[config.mk]
export PLATFORM = sky130hd
export DESIGN_NAME = pll_lock_ctrl
export DESIGN_NICKNAME = d
export VERILOG_FILES = /design/src/rtl/pll_lock_ctrl.sv
export SDC_FILE = /design/constraint.sdc
export NUM_CORES = 1
export LEC_CHECK = 0
export BUFFER_PORTS_ARGS = -buffer_cell sky130_fd_sc_hd__buf_2
export CORE_ASPECT_RATIO = 2
export CORE_MARGIN = 3
export CORE_UTILIZATION = 25
export CTS_BUF_LIST = sky130_fd_sc_hd__clkbuf_8
export CTS_CLUSTER_SIZE = 25
export DETAILED_ROUTE_END_ITERATION = 7
export GPL_TIMING_DRIVEN = 0
export SYNTH_ARGS = -nofsm -noshare
export SYNTH_HDL_FRONTEND = slang
export SYNTH_SLANG_ARGS = --single-unit
[constraint.sdc]
create_clock -name clk -period 4.2 [get_ports clk]
set_input_delay 0.63 -clock clk [delete_from_list [all_inputs] [get_ports clk]]
set_output_delay 0.63 -clock clk [all_outputs]
set_load 0.01 [all_outputs]
[src/rtl/pll_lock_ctrl.sv]
// pll_lock_ctrl
// -------------
// Bring-up and supervision controller for an STDPLLX-style PLL. It pulses the
// PLL reset, waits for lock with a timeout and a bounded number of retries,
// qualifies lock over a run of consecutive cycles before declaring it ready,
// gates the downstream clock enable, and restarts the PLL after lock loss.
// Everything runs in the PLL reference-clock domain.
//
// Ports:
//   clk        in   PLL reference clock, sole clock
//   rst        in   asynchronous active-high reset
//   en         in   bring-up request (level)
//   pll_lock   in   raw PLL lock, asynchronous to clk
//   clken_in   in   raw downstream clock enable
//   pll_rst    out  PLL reset (high while idle, resetting or failed)
//   clken_out  out  clken_in gated by ready, registered
//   ready      out  PLL locked and qualified
//   fail       out  sticky bring-up failure, cleared by dropping en
//   lock_lost  out  one-cycle pulse when lock drops while running
//   retry_cnt  out  retries used in the current bring-up
//   lost_cnt   out  lock-loss events since reset, saturating at 255
//   state      out  IDLE=0 RESET=1 WAIT_LOCK=2 STABLE=3 RUN=4 FAIL=5
module pll_lock_ctrl #(
    parameter int RST_CYCLES    = 16,
    parameter int LOCK_TIMEOUT  = 1000,
    parameter int STABLE_CYCLES = 64,
    parameter int MAX_RETRY     = 3,
    parameter int CNT_W         = 16
) (
    input  logic       clk,
    input  logic       rst,
    input  logic       en,
    input  logic       pll_lock,
    input  logic       clken_in,
    output logic       pll_rst,
    output logic       clken_out,
    output logic       ready,
    output logic       fail,
    output logic       lock_lost,
    output logic [2:0] retry_cnt,
    output logic [7:0] lost_cnt,
    output logic [2:0] state
);

    typedef enum logic [2:0] {
        ST_IDLE      = 3'd0,
        ST_RESET     = 3'd1,
        ST_WAIT_LOCK = 3'd2,
        ST_STABLE    = 3'd3,
        ST_RUN       = 3'd4,
        ST_FAIL      = 3'd5
    } state_t;

    localparam logic [CNT_W-1:0] RST_LAST     = CNT_W'(RST_CYCLES - 1);
    localparam logic [CNT_W-1:0] TIMEOUT_LAST = CNT_W'(LOCK_TIMEOUT - 1);
    localparam logic [CNT_W-1:0] STABLE_LAST  = CNT_W'(STABLE_CYCLES - 1);
    localparam logic [2:0]       RETRY_LAST   = 3'(MAX_RETRY);

    state_t           state_q, state_d;
    logic [CNT_W-1:0] cnt_q, cnt_d;
    logic             sync1_q, sync1_d;
    logic             sync2_q, sync2_d;
    logic             pll_rst_q, pll_rst_d;
    logic             clken_out_q, clken_out_d;
    logic             ready_q, ready_d;
    logic             fail_q, fail_d;
    logic             lock_lost_q, lock_lost_d;
    logic [2:0]       retry_cnt_q, retry_cnt_d;
    logic [7:0]       lost_cnt_q, lost_cnt_d;
    logic             lock_s;
    logic             lost_event;

    assign lock_s = sync2_q;

    // Next-state logic. Dropping en overrides every other transition and
    // also suppresses a lock-loss event that would otherwise be reported in
    // the same cycle. The registered outputs are all decoded from the next
    // state so they change on the same edge as the state itself.
    always_comb begin
        sync1_d     = pll_lock;
        sync2_d     = sync1_q;
        state_d     = state_q;
        retry_cnt_d = retry_cnt_q;
        lost_cnt_d  = lost_cnt_q;
        lost_event  = 1'b0;

        if (!en) begin
            state_d     = ST_IDLE;
            retry_cnt_d = 3'd0;
        end else begin
            case (state_q)
                ST_IDLE: state_d = ST_RESET;
                ST_RESET: begin
                    if (cnt_q == RST_LAST) state_d = ST_WAIT_LOCK;
                end
                ST_WAIT_LOCK: begin
                    // A lock seen on the timeout cycle still wins.
                    if (lock_s) begin
                        state_d = ST_STABLE;
                    end else if (cnt_q == TIMEOUT_LAST) begin
                        if (retry_cnt_q == RETRY_LAST) begin
                            state_d = ST_FAIL;
                        end else begin
                            state_d     = ST_RESET;
                            retry_cnt_d = retry_cnt_q + 3'd1;
                        end
                    end
                end
                ST_STABLE: begin
                    if (!lock_s) begin
                        state_d = ST_WAIT_LOCK;
                    end else if (cnt_q == STABLE_LAST) begin
                        state_d     = ST_RUN;
                        retry_cnt_d = 3'd0;
                    end
                end
                ST_RUN: begin
                    if (!lock_s) begin
                        state_d    = ST_RESET;
                        lost_event = 1'b1;
                        if (lost_cnt_q != 8'hFF) lost_cnt_d = lost_cnt_q + 8'd1;
                    end
                end
                ST_FAIL: state_d = ST_FAIL;
                default: state_d = ST_IDLE;
            endcase
        end

        // The shared counter restarts on every state entry, including the
        // STABLE -> WAIT_LOCK fallback, so the timeout is measured afresh.
        if (state_d != state_q) begin
            cnt_d = '0;
        end else if (state_q == ST_RESET || state_q == ST_WAIT_LOCK ||
                     state_q == ST_STABLE) begin
            cnt_d = cnt_q + CNT_W'(1);
        end else begin
            cnt_d = '0;
        end

        pll_rst_d   = (state_d == ST_IDLE) || (state_d == ST_RESET) ||
                      (state_d == ST_FAIL);
        ready_d     = (state_d == ST_RUN);
        clken_out_d = (state_d == ST_RUN) && clken_in;
        fail_d      = (state_d == ST_FAIL);
        lock_lost_d = lost_event;
    end

    // All state and outputs; pll_rst comes up high as soon as rst asserts.
    always_ff @(posedge clk or posedge rst) begin
        if (rst) begin
            state_q     <= ST_IDLE;
            cnt_q       <= '0;
            sync1_q     <= 1'b0;
            sync2_q     <= 1'b0;
            pll_rst_q   <= 1'b1;
            clken_out_q <= 1'b0;
            ready_q     <= 1'b0;
            fail_q      <= 1'b0;
            lock_lost_q <= 1'b0;
            retry_cnt_q <= 3'd0;
            lost_cnt_q  <= 8'd0;
        end else begin
            state_q     <= state_d;
            cnt_q       <= cnt_d;
            sync1_q     <= sync1_d;
            sync2_q     <= sync2_d;
            pll_rst_q   <= pll_rst_d;
            clken_out_q <= clken_out_d;
            ready_q     <= ready_d;
            fail_q      <= fail_d;
            lock_lost_q <= lock_lost_d;
            retry_cnt_q <= retry_cnt_d;
            lost_cnt_q  <= lost_cnt_d;
        end
    end

    assign pll_rst   = pll_rst_q;
    assign clken_out = clken_out_q;
    assign ready     = ready_q;
    assign fail      = fail_q;
    assign lock_lost = lock_lost_q;
    assign retry_cnt = retry_cnt_q;
    assign lost_cnt  = lost_cnt_q;
    assign state     = state_q;

endmodule

* Yosys cells after proc, flatten, opt, wreduce, memory -nomap -nowiden
Cells that the tools add are included.
** Storage, ports and cells
- Flip-flop bits (word level) :: 37
- Latch bits :: 0
- Memory bits (writable) :: 0
- Memory bits (read-only) :: 0
- Word-level logic and storage cells :: 65
- Memories :: 0
** Cells by class
- Add/sub/neg operators :: 3
- $mul :: 0
- Div/mod/pow operators :: 0
- Magnitude comparators :: 0
- Equality and inequality tests :: 20
- Shift operators :: 0
- Multiplexer cells :: 21
- Bitwise operators :: 1
- Reductions and logical operators :: 9
** Operator list (count)
- $mux W3 :: 14
- $mux W16 :: 2
- $pmux W3 S6 :: 1
- $add A16 B1 Y16 const B :: 1
- $eq A16 B10 Y1 const B :: 1
- $eq A16 B4 Y1 const B :: 1
- $eq A16 B6 Y1 const B :: 1
- $ne A3 B3 Y1 const B :: 5
- $eq A3 B3 Y1 const B :: 4
- $eq A3 B2 Y1 const B :: 3
- $add A8 B1 Y8 const B :: 1
- $ne A8 B8 Y1 const B :: 1
- $eq A3 B1 Y1 const B :: 2
- $logic_not A3 Y1 :: 2
- $pmux W3 S2 :: 1
- $reduce_and A6 Y1 :: 1
- $logic_or A1 B1 Y1 :: 4
- $reduce_and A4 Y1 :: 1
- $add A3 B1 Y3 const B :: 1
- $mux W1 :: 3
- $ne A3 B1 Y1 const B :: 1
- $ne A3 B3 Y1 :: 1
- $logic_and A1 B1 Y1 :: 1
- $not A1 Y1 :: 1

* Depth between registers and ports, before layout
- Word-level depth :: 9
- Depth in mapped cells :: 8
- Gate-level depth less buffers :: 7

* Least setup slack after synthesis
No wires, ideal clock.
- Path type :: reg-to-reg
- Start point :: reg cnt_q[13]
- End point :: reg cnt_q[10]
- Library setup time :: 0.120 ns
- Data arrival time :: 2.063 ns
- Data required time :: 4.080 ns
- Path slack :: 2.017 ns
- Cell stages (with the launch flop) :: 8
- Path buffers :: 2
- Period minus slack after synthesis :: 2.183 ns
- Cells stage by stage :: dfrtp_1 or4_4 or4_4 o21ai_1 and3_1 buf_6 buf_12 nor3_1
** On the way
- Cells in the longest elaborated chain, start to end :: 7
** RTL lines
- from (decl) :: RTL line 60 : logic [CNT_W-1:0] cnt_q, cnt_d;
- from (signal assigned) :: RTL line 164 : cnt_q <= cnt_d;
- $eq A16 B6 Y1 / $eq A16 B10 Y1 (equally long branches) :: RTL line 112, 100
- $mux W3, on equally long branches :: RTL line 112, 100
- $mux W3, on equally long branches :: RTL line 110, 98
- $pmux W3 S6 * :: RTL line 91 : case (state_q)
- $mux W3 * :: RTL line 87 : if (!en) begin
- $ne A3 B3 Y1 * :: RTL line 131 : if (state_d != state_q) begin
- $mux W16 * :: RTL line 131
- named net cnt_d[10] :: RTL line 60
Mark *: on every way through the listed nets, which the timed path passes. The rest lies on a longest branch.
A chain may end at the register's enable or synchronous reset.

* Worst setup path in the final report
- Start point :: reg cnt_q[9]
- End point :: reg cnt_q[14]
** On the way
- Cells in the longest elaborated chain, start to end :: 7
** RTL lines (RTL line)
- $eq A16 B6 Y1 / $eq A16 B10 Y1 (equally long branches) :: 112, 100
- $mux W3, on equally long branches :: 112, 100
- $mux W3, on equally long branches :: 110, 98
- $pmux W3 S6 :: 91
- $mux W3 :: 87
- $ne A3 B3 Y1 :: 131
- $mux W16 * :: 131
- named net cnt_d[14] :: 60
Marks and branches as above.

==> metrics.yaml <==
yosys:
  yosysMostFrequentCell: "dfrtp_1"
  yosysSeqAreaShare_pct: 49.43
  syn-cell-area_mm2: 0.001876
  synthFlopType: "dfrtp_1"
  yosys-top-cells-count: "36 x dfrtp_1, 17 x nor3_1, 14 x xnor2_1, 12 x nand4_1"
  synth.area.top_cells: "dfrtp_1 48%, xnor2_1 6.5%, nor3_1 4.5%, nand4_1 4.0%, xor2_1 3.7%"
  synthCells: 179
  yosys.area_share.simple_pct: 25.08
  postSynth.asyncResetShare_pct: 100.0
  avgSynthCellArea_um2: 10.48
  synth_xor_area_share_pct: 10.27
  yosys.area.top_type_share_pct: 48.03
  yosysUniqueCellTypes: 41
  syn_nets: 188
  yosys_warnings: 0
  synth_top_family_by_area: "simple AND/OR/NAND/NOR gates"
  synth.area.mux_share_pct: 0.6004
  synth_compound_area_share_pct: 7.272
  synth_edf_count: 0
  synth-seq-cells: 37
  synthAdderAreaFrac_pct: 2.668
  yosysTopAreaCell: "dfrtp_1"
run_status:
  status: "complete, no violations"
timing:
  clock.fmax_mhz: 390.4
  setup_violations: 0
  final-max-slew-violation-count: 0
  finClkSkew_ns: 0.008721
  rsz0062_at_grt: "false"
  holdWs_ns: 0.3536
  fin_ws_ns: 1.639
  fin_crit_sh_pct: 60.98
  relSlewSlack_pct: 47.53
  tns_ns: 0
  fin_crit_ns: 2.561
  tightest_slew_ns: 0.7859
  hold_viol: 0
critical_path:
  critical_path_class: "flop to flop"
  cp.required_ns: 4.38
  r2r_cells: 6
  end_kind: "flop"
  rr_startpoint: "cnt_q[9]"
  crit_fanout: 10
  crit_path_start_kind: "flop"
  cp-startpoint: "cnt_q[9]"
  critical_path_arrival_ns: 2.74
die:
  num_rows: 44
  dieHeight_um: 128.5
  io_pins: 24
  die-area_mm2: 0.008640
  initial_core_util_pct: 25.81
  core_area_mm2: 0.007267
  die_x_um: 67.25
detailed_routing:
  antenna_left: 0
  routed_via_density: 4.847
  avgRoutedWirePerCell_um: 13.64
  drc: 0
  totalWireLength_um: 4105
  drt-initial-drc-count: 97
  dr.pass1.iters: 4
  vias: 1459
clock_tree:
  cts-root-buf: "clkbuf_8"
  path_clk_slew_ns: 0.07
  cts.sinks: 37
  cts_setup_buffers: 0
  clockBufferDepth: 2
  cts_resized: 0
  ctsHoldBuffers: 0
  cts_inserted_buffers: 5
  h-tree-depth: 2
  cts_tree: "done"
  clock_latency_ns: 0.29
pwr:
  power.leakage_nw: 0.9977
  power.density_mw_per_mm2: 300.5
  vdd_drop_max_v: 0.00009941
  power.total_mw: 0.6558
finish:
  n_antenna_cell: 0
  drive_gt1_share_pct: 18.66
  syn_to_final_growth_pct: 16.34
  layout.nets: 217
  final_cells: 301
global_route:
  grt_max_degree: 38
  antenna_found_initial: 0
  grt_pass1_wl_um: 7162
  gr-total-overflow: 0
  grt_pass1_vias: 1590
  grt_usage_pct: 10.96
place:
  dp_hpwl_um: 3023
  io_buffers: 22
  dp_cells: 293
  globalplace.congestion: 0.8400
  pre_cts_ws_ns: 1.727
min_path:
  worst_hold_path_type: "flop to flop"
  worstHoldPathCells: 0
  hp-start: "sync1_q"
flow_run:
  maxCapViolations: 0
[power breakdown]
part	internal [mW]	leakage, nW	switching, mW
logic	0.0190	0.441	0.0331
registers	0.362	0.506	0.00487
clock network	0.112	0.0505	0.125
[flip-flops by register name (all words and copies together), names as in the netlist]
| name | count |
|---|---|
| retry_cnt | 3 |
| ready | 1 |
| state | 3 |
| lock_s | 1 |
| pll_rst | 1 |
| sync1_q | 1 |
| clken_out | 1 |
| cnt_q | 16 |
| lost_cnt | 8 |
| fail | 1 |
| lock_lost | 1 |
[cell usage in the layout (no fill, tap or decap), drive strengths merged, types with 2 or more instances in the layout]
master,n
ha,4
nor2b,3
clkbuf,7
and3,9
inv,11
nand2b,3
buf,26
xnor2,14
o21ai,6
nor2,7
or3b,2
a21oi,3
or4,5
nand3,5
nor4,3
o211ai,3
nor3,17
xor2,8
nand2,7
dfrtp,36
nor3b,2
nand4,12
[critical path, cell delays in order, from the launching register on]
cell and delay, ns:
dfrtp_1 0.44, or4_1 0.57, nor4_1 0.60, or3b_2 0.23, a311o_1 0.36, buf_6 0.20, nor3_1 0.06
[routing by layer]
layer | vias up | wire, µm | track usage [%]
met5 | - | 0 | 0
met4 | 0 | 175 | 7.416
met3 | 15 | 170 | 3.057
met2 | 33 | 2248 | 19.43
met1 | 706 | 1511 | 10.49
li1 | 705 | - | -
[final cells by class]
| class | instances | area (µm²) |
|---|---|---|
| Inverter | 9 | 33.78 |
| Clock buffer | 5 | 68.82 |
| Timing Repair Buffer | 22 | 110.1 |
| Sequential cell | 37 | 927.1 |
| Multi-Input combinational cell | 127 | 860.8 |
| Fill cell | 796 | 5085 |
| Tap cell | 92 | 115.1 |
| Buffer | 6 | 53.80 |
| Clock inverter | 3 | 12.51 |
[final timing paths]
| kind | to | slack, ns |
|---|---|---|
| worst max-delay path | cnt_q[14] | 1.64 |
| max in group asynchronous | retry_cnt[1] | 3.21 |
| worst min-delay path | lock_s | 0.35 |
| worst min register to register | lock_s | 0.35 |
| worst max register to register | cnt_q[14] | 1.64 |
| min in group asynchronous | lost_cnt[1] | 0.48 |
[cells by family (layout without fill, tap and decap cells)]
| logic type | Yosys count | count (layout) |
|---|---|---|
| fa+ha+maj | 4 | 4 |
| simple gates | 80 | 80 |
| mux | 1 | 1 |
| compound gates | 20 | 20 |
| xor+xnor | 22 | 22 |
| buf+inv | 15 | 45 |
| flops | 37 | 37 |
[metrics by stage]
step / area [µm²] / util, %
6_report: 2182 / 30.03
5_1_grt: 2182 / 30.03
4_1_cts: 2182 / 30.03
3_5_place_dp: 2101 / 28.91
3_3_place_gp: 2101 / 28.91
2_1_floorplan: 1876 / -
Power figures use the tool's default switching activity.
